==> config.mk <==
export PLATFORM = sky130hd
export DESIGN_NAME = data_memory_arbiter
export DESIGN_NICKNAME = d
export VERILOG_FILES = /design/src/rtl/data_memory_arbiter.sv
export SDC_FILE = /design/constraint.sdc
export NUM_CORES = 1
export LEC_CHECK = 0
export ABC_AREA = 0
export ABC_CLOCK_PERIOD_IN_PS = 2600
export CAP_MARGIN = 40
export CORE_ASPECT_RATIO = 2
export CORE_MARGIN = 5
export CORE_UTILIZATION = 35
export DETAILED_ROUTE_END_ITERATION = 10
export PLACE_DENSITY = 0.76
export SYNTH_ARGS = -nofsm -noshare
export SYNTH_HDL_FRONTEND = slang
export SYNTH_SLANG_ARGS = --single-unit
export TNS_END_PERCENT = 50
==> constraint.sdc <==
create_clock -name clk_i -period 2.6 [get_ports clk_i]
set_clock_uncertainty 0.2 [all_clocks]
set_input_delay 0.52 -clock clk_i [delete_from_list [all_inputs] [get_ports clk_i]]
set_output_delay 0.52 -clock clk_i [all_outputs]
set_load 0.05 [all_outputs]
==> src/rtl/data_memory_arbiter.sv <==
// Round-robin arbiter sharing the single-port data memory between the processor (0)
// and a secondary bus master (1). One transaction every three cycles: IDLE, ACCESS, RESP.
module data_memory_arbiter #(
    parameter int ADDR_W = 32,
    parameter int DATA_W = 32
) (
    input  logic              clk_i,
    input  logic              rst_i,
    input  logic [1:0]        req_i,
    input  logic [1:0]        we_i,
    input  logic [ADDR_W-1:0] addr0_i,
    input  logic [ADDR_W-1:0] addr1_i,
    input  logic [DATA_W-1:0] wdata0_i,
    input  logic [DATA_W-1:0] wdata1_i,
    output logic [1:0]        gnt_o,
    output logic [1:0]        rvalid_o,
    output logic [DATA_W-1:0] rdata_o,
    output logic              busy_o,
    output logic              mem_write_o,
    output logic [ADDR_W-1:0] mem_address_o,
    output logic [DATA_W-1:0] mem_write_data_o,
    input  logic [DATA_W-1:0] mem_read_data_i
);

    typedef enum logic [1:0] {IDLE, ACCESS, RESP} state_t;

    state_t            state_q;
    logic              prio_q;
    logic              win_q;
    logic              we_q;
    logic              busy_q;
    logic [1:0]        rvalid_q;
    logic [ADDR_W-1:0] addr_q;
    logic [DATA_W-1:0] wdata_q;
    logic [DATA_W-1:0] rdata_q;

    logic              win_d;
    logic [1:0]        gnt_d;

    // Grant is gated by reset so every output reads 0 while reset is held.
    always_comb begin
        win_d = (req_i == 2'b11) ? prio_q : req_i[1];
        gnt_d = 2'b00;
        if (rst_i && state_q == IDLE && req_i != 2'b00)
            gnt_d = win_d ? 2'b10 : 2'b01;
    end

    always_ff @(posedge clk_i or negedge rst_i) begin
        if (!rst_i) begin
            state_q  <= IDLE;
            prio_q   <= 1'b0;
            win_q    <= 1'b0;
            we_q     <= 1'b0;
            busy_q   <= 1'b0;
            rvalid_q <= 2'b00;
            addr_q   <= '0;
            wdata_q  <= '0;
            rdata_q  <= '0;
        end else begin
            case (state_q)
                IDLE: begin
                    if (gnt_d != 2'b00) begin
                        win_q   <= win_d;
                        we_q    <= we_i[win_d];
                        addr_q  <= win_d ? addr1_i : addr0_i;
                        wdata_q <= win_d ? wdata1_i : wdata0_i;
                        busy_q  <= 1'b1;
                        state_q <= ACCESS;
                    end
                end
                ACCESS: begin
                    // Captured for writes too: requester sees the memory's read of that address.
                    rdata_q  <= mem_read_data_i;
                    we_q     <= 1'b0;
                    rvalid_q <= win_q ? 2'b10 : 2'b01;
                    state_q  <= RESP;
                end
                RESP: begin
                    rvalid_q <= 2'b00;
                    prio_q   <= ~win_q;
                    busy_q   <= 1'b0;
                    state_q  <= IDLE;
                end
                default: state_q <= IDLE;
            endcase
        end
    end

    assign gnt_o            = gnt_d;
    assign rvalid_o         = rvalid_q;
    assign rdata_o          = rdata_q;
    assign busy_o           = busy_q;
    assign mem_write_o      = we_q;
    assign mem_address_o    = addr_q;
    assign mem_write_data_o = wdata_q;

endmodule

==> metrics <==
status finished, final reports clean; Yosys cell types 25; Die Height roughly 170 um; Num CTS Buffers 9; overall global routing resource usage 19.4%; post-route ant nets 0; leakage power 3.15 nW; P_sw approximately 4.9 mW; Comb power frac 59.1%; Setup Viol. Count Final 0; # DRC 0; Place WS 0.114 ns; area grow syn2layout 70.4%; Critical Path RT 1.88 ns; routed len/inst between 15 and 20 um; Critical Path AT 1.75 ns; initial DRC count 74; Max VDD drop 0.821 mV; Pint 5.52 mW; pwr dens 1380 mW/mm^2; vias in the first global route between 4k and 5k; Buffers on Ports approximately 270; hpwl dp 11600 um; TritonCTS clock tree yes; area of the mapped netlist between 0.004 and 0.005 sq mm; f_max about 400 MHz; Rows 58; CTS Sinks about 100; crit path max fanout 4; number of max-slew violations in the final report 0; IO Pins 268; max_slew headroom 49.6%; fin crit share between 90% and 100%; die area 0.0151 sq mm; worst hold slack ~0.17 ns; sequential area share after synthesis 58.9%; RSZ-0062 raised after global routing false; final WL 14700 um; Clock Tree Buf Depth 2; Post-Syn Nets between 400 and 500; min Tclk post-route between 2 and 2.5 ns; Flop pwr share 27.5%; clk root buf clkbuf_16; final RePlAce weighted congestion 0.741; startpoint types register; worst slew pin tran approximately 0.76 ns; switching portion of total power 46.8%; clock power share 13.4%; worst reg2reg path depth 7; Avg Cell Area, Syn 13.8 sq um; gr ovfl total 0; endpoints failing hold 0; synthesis-stage register bit count about 100; vias per inst 5.04; clk_lat worst skew 0.33 ns; maximum number of pins on one net before global-route repair 61; Hold Crit Class in2async; setup TNS 0 ns; Ys Warns 0; layout cells sized above 1 between 10% and 20%; chip width 89.4 um; core footprint between 0.01 and 0.015 sq mm; final net count 753; via count 3728; first-pass GRT wire length 22100 um; Max Cap Violations 0; H-tree levels 3; most common cell after layout, fill and taps aside clkdlybuf4s50_1; Final WS setup about 0.13 ns; Worst-path clk slew around 0.070 ns; fin util between 60 and 70%; WS Path Type reg2out; initial core utilization roughly 35%; Cells after Synth 320; most frequent cells in the layout clkdlybuf4s50_1 (264), dfrtp_1 (104), and2_1 (64), a221o_1 (64), mux2_2 (33); initial antenna violation count 1; DRT Pass-1 Iters 4; critical path endpoint category output pin
-- critical path, cell delays in order (launching register included) --
cell	delay (ns)
dfrtp_1	0.40
inv_1	0.13
ha_2	0.26
nand2_1	0.15
a211oi_4	0.29
buf_12	0.19
-- sequential cells by signal, indices dropped and copies added, names as in the netlist --
| register | cells |
|---|---|
| prio_q | 1 |
| busy_o | 1 |
| mem_write_o | 1 |
| mem_write_data_o | 32 |
| rvalid_o | 2 |
| rdata_o | 32 |
| mem_address_o | 32 |
| win_q | 1 |
| state_q | 2 |
-- power groups by stage --
stage	registers (mW)	logic, mW	clock network (mW)
after CTS	2.86	6.19	1.43
final	2.85	6.13	1.39
after detailed placement	2.85	6.19	0
after global placement	2.84	6.09	0
after global routing	2.95	6.39	1.50
after floorplan	5.43	1.36	0
-- worst paths after layout --
check,startpoint,end,slack [ns]
worst max-delay path,state_q[1],gnt_o[0],0.13
worst min-delay path,rst_i,mem_address_o[17],0.17
min in group clk_i,rdata_o[4],rdata_o[4],0.30
worst max register to register,state_q[1],mem_write_data_o[7],0.41
max in group asynchronous,rst_i,mem_address_o[7],0.94
worst min register to register,rdata_o[4],rdata_o[4],0.30
-- cells in the mapped netlist --
library cell  count  area, sq um
mux2i_1           1         10.0
nor2_2            1         6.26
o211ai_1          1         7.51
a21oi_1           2         10.0
a221o_1          64          641
o211ai_2          1         12.5
and2_1           64          400
o31ai_1           1         7.51
o21ai_4           1         16.3
o21ai_0           1         5.00
buf_6            12          135
nor2b_1           1         6.26
nand2_1           4         15.0
clkbuf_1          6         22.5
o21ai_1           2         10.0
buf_2             7         35.0
a211oi_2          1         12.5
mux2_2           33          372
nor2_1            2         7.51
dfrtp_1         104         2600
nand3b_1          1         7.51
ha_1              4         50.1
inv_2             1         3.75
inv_1             4         15.0
a21o_1            1         7.51
-- cell type report --
cell class	instances	area, sq um
antenna	1	2.50
tap	150	188
sequential	104	2600
clock inverter	6	72.6
fill	1048	4950
multi-input combinational	186	1630
inverter	5	18.8
clock buffer	10	239
timing repair buffer	277	2780
-- timing repair --
action	4_1_cts	5_1_grt
endpoints found under the hold margin	0	0
resized for setup	0	1
hold buffers	0	0
setup endpoints to repair	0	1
buffers inserted	0	0
-- per-stage QoR --
step | power [mW] | cell area, sq um | cells
2_1_floorplan | 6.79 | 4420 | 320
3_3_place_gp | 8.92 | 7210 | 722
3_5_place_dp | 9.04 | 7210 | 722
4_1_cts | 10.5 | 7520 | 738
5_1_grt | 10.8 | 7530 | 739
6_report | 10.4 | 7530 | 739
-- cell families after synthesis --
kind of cell | share of synthesized area, %
DFF | 58.9
AOI/OAI and AO/OA | 16.5
adders and majority gates | 1.13
and+or+nand+nor | 10.0
muxes | 8.64
buffers and inverters | 4.79
-- per-layer routing --
layer  GRT usage, %  vias up  share of wire, %
met5              0        -                 0
met4           8.17        0               3.2
met3           4.97       27               7.8
met2           35.1      169                56
met1           20.4     1818                33
li1               -     1714                 -
(Power assumes the default switching activity.)
